## src/rtl/spi_slave_os.sv

```systemverilog
// Oversampled SPI slave: SCK/CS_n/MOSI are synchronised into clk_spi_sample and edge-detected,
// so command/address/data framing, burst read/write and MISO all run on the sample clock.
module spi_slave_os #(
    parameter int unsigned               SPI_MODE        = 0,
    parameter int unsigned               SPI_CMD_LENGTH  = 8,
    parameter logic [SPI_CMD_LENGTH-1:0] SPI_CMD_WR      = 8'h80,
    parameter logic [SPI_CMD_LENGTH-1:0] SPI_CMD_RD      = 8'h81,
    parameter int unsigned               SPI_ADDR_LENGTH = 16,
    parameter int unsigned               SPI_DATA_LENGTH = 16,
    parameter int unsigned               ADDR_AUTO_INC   = 1,
    parameter int unsigned               SYNC_STAGES     = 2
) (
    input  logic                       clk_spi_sample,
    input  logic                       reset_n,
    input  logic                       i_spi_clk,
    input  logic                       i_spi_cs_n,
    input  logic                       i_spi_mosi,
    output logic                       o_spi_miso_data,
    output logic                       o_spi_miso_data_en,
    output logic                       o_wr_en,
    output logic                       o_rd_en,
    output logic                       o_cmd_is_rd,
    output logic [SPI_ADDR_LENGTH-1:0] ov_addr,
    output logic [SPI_DATA_LENGTH-1:0] ov_wr_data,
    input  logic [SPI_DATA_LENGTH-1:0] iv_rd_data,
    input  logic                       i_rd_valid,
    output logic                       o_frame_err
);

    localparam bit          CPOL     = ((SPI_MODE >> 1) & 1) != 0;
    localparam bit          CPHA     = (SPI_MODE & 1) != 0;
    localparam int unsigned MAX_AD   = (SPI_ADDR_LENGTH > SPI_DATA_LENGTH) ?
                                       SPI_ADDR_LENGTH : SPI_DATA_LENGTH;
    localparam int unsigned MAX_LEN  = (SPI_CMD_LENGTH > MAX_AD) ? SPI_CMD_LENGTH : MAX_AD;
    localparam int unsigned CNT_W    = $clog2(MAX_LEN);

    localparam logic [CNT_W-1:0] CMD_LAST  = CNT_W'(SPI_CMD_LENGTH - 1);
    localparam logic [CNT_W-1:0] ADDR_LAST = CNT_W'(SPI_ADDR_LENGTH - 1);
    localparam logic [CNT_W-1:0] DATA_LAST = CNT_W'(SPI_DATA_LENGTH - 1);

    typedef enum logic [2:0] {
        StIdle,
        StCmd,
        StAddr,
        StWdata,
        StRdata,
        StIgnore
    } state_e;

    // Input synchronisers; CS_n resets low so a CS_n held low across reset is not a fresh fall.
    logic [SYNC_STAGES-1:0] sck_sync_q, cs_sync_q, mosi_sync_q;
    logic                   sck_prev_q, cs_prev_q;

    always_ff @(posedge clk_spi_sample or negedge reset_n) begin
        if (!reset_n) begin
            sck_sync_q  <= '0;
            cs_sync_q   <= '0;
            mosi_sync_q <= '0;
            sck_prev_q  <= 1'b0;
            cs_prev_q   <= 1'b0;
        end else begin
            sck_sync_q  <= {sck_sync_q[SYNC_STAGES-2:0], i_spi_clk};
            cs_sync_q   <= {cs_sync_q[SYNC_STAGES-2:0], i_spi_cs_n};
            mosi_sync_q <= {mosi_sync_q[SYNC_STAGES-2:0], i_spi_mosi};
            sck_prev_q  <= sck_sync_q[SYNC_STAGES-1];
            cs_prev_q   <= cs_sync_q[SYNC_STAGES-1];
        end
    end

    logic sck_s, cs_s, mosi_s;
    logic sck_rise, sck_fall, lead_edge, trail_edge;
    logic sample_edge, shift_edge, cs_fall, cs_rise;

    assign sck_s  = sck_sync_q[SYNC_STAGES-1];
    assign cs_s   = cs_sync_q[SYNC_STAGES-1];
    assign mosi_s = mosi_sync_q[SYNC_STAGES-1];

    assign sck_rise   = sck_s & ~sck_prev_q;
    assign sck_fall   = ~sck_s & sck_prev_q;
    assign lead_edge  = CPOL ? sck_fall : sck_rise;
    assign trail_edge = CPOL ? sck_rise : sck_fall;

    // Qualified by the previous CS_n view so an edge coinciding with CS_n rise is still taken.
    assign sample_edge = (CPHA ? trail_edge : lead_edge) & ~cs_prev_q;
    assign shift_edge  = (CPHA ? lead_edge : trail_edge) & ~cs_prev_q;
    assign cs_fall     = cs_prev_q & ~cs_s;
    assign cs_rise     = ~cs_prev_q & cs_s;

    state_e                     state_q;
    logic [CNT_W-1:0]           bit_cnt_q;
    logic [MAX_LEN-1:0]         sin_q;
    logic [SPI_ADDR_LENGTH-1:0] addr_q;
    logic [SPI_DATA_LENGTH-1:0] wr_data_q;
    logic [SPI_DATA_LENGTH-1:0] hold_q;
    logic [SPI_DATA_LENGTH-1:0] sout_q;
    logic                       hold_vld_q;
    logic                       word_start_q;
    logic                       addr_inc_q;
    logic                       wr_en_q, rd_en_q, is_rd_q, miso_en_q, frame_err_q;

    logic [MAX_LEN-1:0]         sin_next;
    logic [CNT_W-1:0]           field_last;
    logic                       last_bit;
    logic                       partial;

    assign sin_next = {sin_q[MAX_LEN-2:0], mosi_s};

    always_comb begin
        field_last = DATA_LAST;
        case (state_q)
            StCmd:   field_last = CMD_LAST;
            StAddr:  field_last = ADDR_LAST;
            default: field_last = DATA_LAST;
        endcase
    end

    assign last_bit = sample_edge && (bit_cnt_q == field_last);
    // Counter value after this cycle's edge is non-zero: the field is incomplete.
    assign partial  = sample_edge ? (bit_cnt_q != field_last) : (bit_cnt_q != '0);

    always_ff @(posedge clk_spi_sample or negedge reset_n) begin
        if (!reset_n) begin
            state_q      <= StIdle;
            bit_cnt_q    <= '0;
            sin_q        <= '0;
            addr_q       <= '0;
            wr_data_q    <= '0;
            hold_q       <= '0;
            sout_q       <= '0;
            hold_vld_q   <= 1'b0;
            word_start_q <= 1'b0;
            addr_inc_q   <= 1'b0;
            wr_en_q      <= 1'b0;
            rd_en_q      <= 1'b0;
            is_rd_q      <= 1'b0;
            miso_en_q    <= 1'b0;
            frame_err_q  <= 1'b0;
        end else begin
            wr_en_q    <= 1'b0;
            rd_en_q    <= 1'b0;
            addr_inc_q <= 1'b0;
            if (addr_inc_q) begin
                addr_q <= addr_q + 1'b1;
            end

            case (state_q)
                StIdle: begin
                    if (cs_fall) begin
                        state_q     <= StCmd;
                        bit_cnt_q   <= '0;
                        frame_err_q <= 1'b0;
                    end
                end

                StCmd: begin
                    if (sample_edge) begin
                        sin_q <= sin_next;
                        if (last_bit) begin
                            bit_cnt_q <= '0;
                            if (sin_next[SPI_CMD_LENGTH-1:0] == SPI_CMD_WR) begin
                                state_q <= StAddr;
                                is_rd_q <= 1'b0;
                            end else if (sin_next[SPI_CMD_LENGTH-1:0] == SPI_CMD_RD) begin
                                state_q <= StAddr;
                                is_rd_q <= 1'b1;
                            end else begin
                                state_q     <= StIgnore;
                                frame_err_q <= 1'b1;
                            end
                        end else begin
                            bit_cnt_q <= bit_cnt_q + 1'b1;
                        end
                    end
                end

                StAddr: begin
                    if (sample_edge) begin
                        sin_q <= sin_next;
                        if (last_bit) begin
                            bit_cnt_q <= '0;
                            addr_q    <= sin_next[SPI_ADDR_LENGTH-1:0];
                            if (is_rd_q) begin
                                state_q      <= StRdata;
                                rd_en_q      <= 1'b1;
                                miso_en_q    <= 1'b1;
                                word_start_q <= 1'b1;
                                hold_vld_q   <= 1'b0;
                            end else begin
                                state_q <= StWdata;
                            end
                        end else begin
                            bit_cnt_q <= bit_cnt_q + 1'b1;
                        end
                    end
                end

                StWdata: begin
                    if (sample_edge) begin
                        sin_q <= sin_next;
                        if (last_bit) begin
                            bit_cnt_q  <= '0;
                            wr_data_q  <= sin_next[SPI_DATA_LENGTH-1:0];
                            wr_en_q    <= 1'b1;
                            addr_inc_q <= (ADDR_AUTO_INC != 0);
                        end else begin
                            bit_cnt_q <= bit_cnt_q + 1'b1;
                        end
                    end
                end

                StRdata: begin
                    if (shift_edge && word_start_q) begin
                        // Word boundary: fresh data wins, then the hold reg, else underrun.
                        word_start_q <= 1'b0;
                        hold_vld_q   <= 1'b0;
                        if (i_rd_valid) begin
                            sout_q <= iv_rd_data;
                        end else if (hold_vld_q) begin
                            sout_q <= hold_q;
                        end else begin
                            sout_q      <= '0;
                            frame_err_q <= 1'b1;
                        end
                    end else begin
                        if (shift_edge) begin
                            sout_q <= sout_q << 1;
                        end
                        if (i_rd_valid) begin
                            hold_q     <= iv_rd_data;
                            hold_vld_q <= 1'b1;
                        end
                    end

                    if (sample_edge) begin
                        if (bit_cnt_q == '0) begin
                            rd_en_q <= 1'b1;
                            if (ADDR_AUTO_INC != 0) begin
                                addr_q <= addr_q + 1'b1;
                            end
                        end
                        if (last_bit) begin
                            bit_cnt_q    <= '0;
                            word_start_q <= 1'b1;
                        end else begin
                            bit_cnt_q <= bit_cnt_q + 1'b1;
                        end
                    end
                end

                StIgnore: begin
                end

                default: state_q <= StIdle;
            endcase

            if (cs_rise && (state_q != StIdle)) begin
                state_q   <= StIdle;
                miso_en_q <= 1'b0;
                is_rd_q   <= 1'b0;
                if ((state_q == StCmd || state_q == StAddr || state_q == StWdata) && partial) begin
                    frame_err_q <= 1'b1;
                end
            end
        end
    end

    assign o_spi_miso_data    = miso_en_q & sout_q[SPI_DATA_LENGTH-1];
    assign o_spi_miso_data_en = miso_en_q;
    assign o_wr_en            = wr_en_q;
    assign o_rd_en            = rd_en_q;
    assign o_cmd_is_rd        = is_rd_q;
    assign ov_addr            = addr_q;
    assign ov_wr_data         = wr_data_q;
    assign o_frame_err        = frame_err_q;

endmodule

```

## config.mk

```make
export PLATFORM = sky130hd
export DESIGN_NAME = spi_slave_os
export DESIGN_NICKNAME = d
export VERILOG_FILES = /design/src/rtl/spi_slave_os.sv
export SDC_FILE = /design/constraint.sdc
export NUM_CORES = 1
export LEC_CHECK = 0
export ABC_AREA = 1
export CAP_MARGIN = 20
export CORE_UTILIZATION = 35
export DETAILED_ROUTE_END_ITERATION = 10
export SETUP_SLACK_MARGIN = 0.3
export SLEW_MARGIN = 20
export SYNTH_ARGS = -nofsm -noshare
export SYNTH_HDL_FRONTEND = slang
export SYNTH_SLANG_ARGS = --single-unit
```

## constraint.sdc

```tcl
create_clock -name clk_spi_sample -period 2.3 [get_ports clk_spi_sample]
set_input_delay 0.69 -clock clk_spi_sample [delete_from_list [all_inputs] [get_ports clk_spi_sample]]
set_output_delay 0.69 -clock clk_spi_sample [all_outputs]
set_load 0.005 [all_outputs]
```

==> results of run 1 <==
-- metal layers --
layer  wire length (µm)  track usage
met4                145      0.05032
met2               6193       0.2818
met1               6847       0.2689
met3                728      0.02846
met5                  0            0
-- how the worst min path moves through the flow --
stage / start / end
2_1_floorplan: cs_sync_q[0] / cs_sync_q[1]
3_3_place_gp: cs_sync_q[0] / cs_sync_q[1]
3_5_place_dp: cs_sync_q[0] / cs_sync_q[1]
4_1_cts: reset_n / hold_q[2]
5_1_grt: reset_n / sout_q[2]
6_report: reset_n / sout_q[2]
-- timing repair --
item | 4_1_cts | 5_1_grt
endpoints found under the setup margin | 16 | 31
gates resized for setup | 9 | 3
pin swaps | 0 | 1
buffers inserted | 10 | 13
-- synth_stat cells, types with 4 or more instances --
master	count
clkbuf_1	8
inv_1	83
nand3_1	53
nand4_1	4
o21ai_0	90
nor2_1	37
o211ai_1	19
dfrtp_1	101
buf_2	8
nor3_1	7
buf_6	5
o21ai_1	20
nand2_1	201
a21oi_1	22
-- logic make-up after synthesis --
family,synth area share
simple gates,0.2592
buf+inv,0.09213
fa+ha+maj,0.006981
compound gates,0.1619
xor+xnor,0.009774
flops,0.4700
-- sequential cells by signal, indices dropped and copies added, names as in the netlist, 2 cells and up --
register / flops
sin_q: 15
ov_wr_data: 16
sout_q: 16
ov_addr: 16
sck_sync_q: 2
hold_q: 16
state_q: 3
bit_cnt_q: 4
mosi_sync_q: 2
cs_sync_q: 2
-- area by class of cell --
cell class	instances	share of cell area
Sequential cell	101	0.3824
Multi-Input combinational cell	488	0.3553
Timing Repair Buffer	95	0.1329
Inverter	88	0.05129
Clock buffer	12	0.03866
Tap cell	184	0.03470
Clock inverter	4	0.004714
-- report_power, final --
group          total (mW)  leakage (nW)  internal (mW)  switching, mW
clock                1.49         0.143          0.801          0.689
combinational        1.59          1.64          0.641          0.952
sequential           2.46          1.29           2.19          0.271
total                5.54          3.08           3.63           1.91
-- per-stage QoR --
step                      total power, mW  area (µm²)  utilization
final                               5.544        6635       0.4497
after global routing                5.938        6635       0.4497
after CTS                           5.546        6533       0.4428
after detailed placement            3.988        6161       0.4176
after global placement              3.946        6161       0.4176
after floorplan                     3.440        5378            -
==> impl_metrics.tcl, run 1 <==
set metrics [dict create \
    run_status "finished, final reports clean" \
    skew_ns 0.009266 \
    synth_flop_type "dfrtp_1" \
    synth.yosys.seq_area_share 0.4700 \
    num_io_pins 60 \
    timing.critical_path.slowest_cell_delay_ns 0.52 \
    num-fill-cells 1455 \
    path_cells "clkdlybuf4s50_1" \
    whs_ns 0.3028 \
    synth_area_leaders "dfrtp_1 47%, nand2_1 14%, o21ai_0 8.4%, inv_1 5.8%, nand3_1 4.9%" \
    diodes 0 \
    setup_viol_count_final 0 \
    routed-via-count 4908 \
    rr_endpoint "ov_addr[6]" \
    vias_in_the_first_global_route 4614 \
    layout_commonest_cell "nand2_1" \
    globalRouteOverflowTotal 0 \
    drt_iter0_drc 531 \
    synthesis.nets 728 \
    detailedPlacementHpwl_mm 9.936 \
    crit_path_start "ov_addr[2]" \
    timing.critical_path.required_ns 1.61 \
    grt_antenna_before_repair 0 \
    tns_setup_ns 0 \
    vdd_drop_max_mv 0.3923 \
    worst_path_dominant_cell_family "buffers and inverters" \
    timing.max_slew.rel_slack 0.6386 \
    postCtsHoldBufs 0 \
    final-max-slew-violation-count 0 \
    crit_path_start_kind "register" \
    finalNonFillerCells 972 \
    clkTransAtPathRegs_ns 0.07 \
    post_place_setup_slack_ns 0.1162 \
    grt_setup_unrepaired "no" \
    worstReg2RegStart "ov_addr[0]" \
    port-buffer-count 59 \
    cp.arrival_ns 1.27 \
    postSynthAreaPerCell_um2 7.650 \
    hp-class "input pin to asynchronous set/reset pin" \
    mostFrequentLayoutCells "201 x nand2_1, 93 x dfrtp_1, 89 x o21ai_0, 83 x inv_1, 57 x clkdlybuf4s50_1" \
    syn_to_final_growth_pct 23.38 \
    core_ar_um2 14750 \
    die-width_um 126.0 \
    min_period_ns 1.964 \
    globalplace.congestion 0.8844 \
    setup_ws_ns 0.3360 \
    synthDominantCellAreaShare 0.4700 \
    worstSetupEndpoint "ov_addr[2]" \
    power_per_cell_area_nw_per_um2 835.6 \
    antenna_violating_nets_post_route 0 \
    final.period_utilization 0.8539 \
    synth_edf_count 0 \
    achievable-frequency_mhz 509.2 \
    final-seq-area_um2 2537 \
    route.detailed.vias_per_inst 5.049 \
    critical_path_depth 1 \
    floorplan.initialDensity 0.3645 \
    grt_first_pass_wirelength_mm 23.39 \
    tritoncts.num_buffers 9 \
    finalHoldViolCount 0 \
    layout_cells_sized_above_1 0.1028 \
    number_of_buffer_and_inverter_instances_along_the_worst_setup_path 1 \
    clock_insertion_delay_worst_skew_ns 0.35 \
    worst_reg_to_reg_path_cell_count 12 \
    synthCells 703 \
    dieArea_um2 15860 \
    grt_start_max_net_pins 38 \
    wl_per_cell_um 14.32 \
    register_to_register_setup_slack_ns 0.46 \
    postSynth.asyncResetShare 1.000 \
    timing.critical_path.slowest_stage_cell "clkdlybuf4s50_1" \
    ys_seq_elements 101 \
    synth.cell_area_um2 5378 \
    cts_max_path_buffers 2 \
    synthesis.yosys.warnings 0 \
    number_of_rows_in_the_core_area 44 \
    fp.dieH_um 126.0 \
    synth_top_area_cell "dfrtp_1" \
    post-route-drc-count 0 \
    netlist-cell-type-count 40 \
    clockRootBuffer "clkbuf_16" \
    place_inst 933 \
    maxCapViolations 0 \
    wl_mm 13.92 \
    num-nets-final 808 \
    timing.setup.critical_path_class "register to primary output" \
    power.static_leakage_nw 3.078 \
    worst-slew-pin-transition_ns 0.5415 \
    global_route.usage.total 0.1838 \
    tritoncts "built" \
    cts-htree-levels 3 \
    combined_area_of_the_multi_input_logic_cells_um2 2357 \
    setup.worst_path.end_class "primary output" \
    critical_path_peak_fanout 4 \
    clock-sinks 101 \
    firstDrtPassIters 5 \
]
(Power assumes the default switching activity.)
==> run 2, diff against run 1 <==
CORE_ASPECT_RATIO = 0.75   (was unset)
REMOVE_ABC_BUFFERS = 1   (was unset)
==> run 2 against run 1 <==
Clock-buffer cell count decreased by 1; core utilization fell by 0.34 points; sequential power barely moved; global-route usage rose by 0.53 points; largest cell class unchanged.
==> impl_metrics.tcl, run 2 (synthesis gave the netlist of run 1 again) <==
set metrics [dict create \
    power.static_leakage_nw 3.061 \
    intPower_mw 3.558 \
    wl_per_cell_um 14.50 \
    grt_first_pass_wirelength_mm 23.33 \
    vias_in_the_first_global_route 4458 \
    crit_path_start_kind "register" \
    setup_viol_count_final 0 \
    post_place_setup_slack_ns 0.1583 \
    postCtsHoldBufs 0 \
    design_area_um2 6579 \
    setup_ws_ns 0.3267 \
    die-width_um 145.1 \
    antenna_violating_nets_post_route 0 \
    global_route.usage.total 0.1892 \
    drt_iter0_drc 405 \
    dieArea_um2 15870 \
    power.share.clock 0.265 \
    worst_path_dominant_cell_family "buffers and inverters" \
    timing.critical_path.required_ns 1.61 \
    achievable-frequency_mhz 506.8 \
    grt_start_max_net_pins 59 \
    timing.max_slew.rel_slack 0.6256 \
    critical_path_peak_fanout 4 \
    layout_commonest_cell "nand2_1" \
    vdd_drop_max_mv 0.4178 \
    share_seq_of_total_power 0.451 \
    worst_reg_to_reg_path_cell_count 9 \
    sw_power_mw 1.930 \
    globalplace.congestion 0.8472 \
    timing.critical_path.slowest_stage_cell "clkdlybuf4s50_1" \
    floorplan.initialDensity 0.3649 \
    tritoncts "built" \
    skew_ns 0.008635 \
    power.switching_fraction 0.3517 \
    path_cells "clkdlybuf4s50_1" \
    power_per_cell_area_nw_per_um2 834.2 \
    detailed_place.area_um2 6168 \
    syn_to_final_growth_pct 22.34 \
    globalRouteOverflowTotal 0 \
    number_of_buffer_and_inverter_instances_along_the_worst_setup_path 1 \
    comb_power_share 0.284 \
    final.period_utilization 0.8580 \
    worstReg2RegStart "bit_cnt_q[0]" \
    tritoncts.num_buffers 9 \
    cp.arrival_ns 1.28 \
    hp-class "input pin to asynchronous set/reset pin" \
    mostFrequentLayoutCells "201 x nand2_1, 91 x dfrtp_1, 89 x o21ai_0, 83 x inv_1, 53 x nand3_1" \
    wl_mm 14.19 \
    grt_antenna_before_repair 0 \
    num_io_pins 60 \
    setup.worst_path.end_class "primary output" \
    fp.dieH_um 109.4 \
    worst-slew-pin-transition_ns 0.5609 \
    finalHoldViolCount 0 \
    cts_max_path_buffers 2 \
    maxCapViolations 0 \
    core_ar_um2 14740 \
    post-route-drc-count 0 \
    grt_setup_unrepaired "no" \
    route.detailed.vias_per_inst 4.988 \
    number_of_rows_in_the_core_area 38 \
    final-max-slew-violation-count 0 \
    diodes 0 \
    clock_insertion_delay_worst_skew_ns 0.35 \
    num-nets-final 799 \
    timing.critical_path.slowest_cell_delay_ns 0.52 \
    run_status "finished, final reports clean" \
    tns_setup_ns 0 \
    rr_endpoint "ov_addr[14]" \
    detailedPlacementHpwl_mm 10.43 \
    port-buffer-count 59 \
    clkTransAtPathRegs_ns 0.07 \
    register_to_register_setup_slack_ns 0.44 \
    clockRootBuffer "clkbuf_16" \
    clock-sinks 101 \
    timing.setup.critical_path_class "register to primary output" \
    min_period_ns 1.973 \
    routed-via-count 4883 \
    firstDrtPassIters 5 \
    cts-htree-levels 3 \
    layout_cells_sized_above_1 0.09499 \
]
[run 2: changes by cell type in the layout (fill, tap and decap cells not counted), moves of 2 or more]
| cell | change |
|---|---|
| clkdlybuf4s50_1 | -5 |
| clkinv_2 | +2 |
| dlygate4sd2_1 | +2 |
| dfrtp_1 | -2 |
| dfrtp_2 | +2 |
| dlymetal6s2s_1 | +3 |
| buf_4 | -8 |
[run 2: power groups by stage]
stage	clock network, mW	logic, mW	registers [mW]
global route	1.58	1.79	2.53
global placement	0	1.44	2.51
CTS	1.50	1.52	2.49
detailed placement	0	1.48	2.52
finish	1.45	1.56	2.48
floorplan	0	0.990	2.43
[run 2: how the worst max path moves through the flow]
stage | startpoint | end | slack (ns) | cells past startpoint
2_1_floorplan | sck_sync_q[1] | sout_q[14] | 0.51 | 6
3_3_place_gp | i_rd_valid | sout_q[1] | 0.24 | 7
3_5_place_dp | i_rd_valid | sout_q[1] | 0.16 | 7
4_1_cts | ov_addr[2] | ov_addr[2] | 0.27 | 1
5_1_grt | ov_addr[2] | ov_addr[2] | 0.29 | 1
6_report | ov_addr[2] | ov_addr[2] | 0.33 | 1
[run 2: through the flow]
stage / util / std cells / power, mW / hold WS, ns
2_1_floorplan: - / 677 / 3.416 / 0.3312
3_3_place_gp: 0.4185 / 949 / 3.956 / 0.3330
3_5_place_dp: 0.4185 / 949 / 4.002 / 0.3363
4_1_cts: 0.4410 / 971 / 5.504 / 0.2000
5_1_grt: 0.4464 / 979 / 5.895 / 0.2079
6_report: 0.4464 / 979 / 5.488 / 0.2088
[run 2: cell type report]
type	count	area, µm²
inverters	88	337.8
clock buffers	11	242.7
well taps	200	250.2
multi-input cells	488	2366
clock inverters	5	35.03
repair buffers	86	807.0
fillers	1493	8160
flip-flops and latches	101	2540
[run 2: timing repair]
item                                    CTS  global route
buffers inserted                          6             8
gates resized for setup                  13             6
endpoints found under the setup margin   14            31
pin swaps                                 0             1
[run 2: metal layers]
metal	GRT usage	share of wire	wire (µm)
met5	0	0	0
met4	0.05489	0.010	148
met3	0.03734	0.056	796
met2	0.2644	0.40	5632
met1	0.2908	0.54	7613
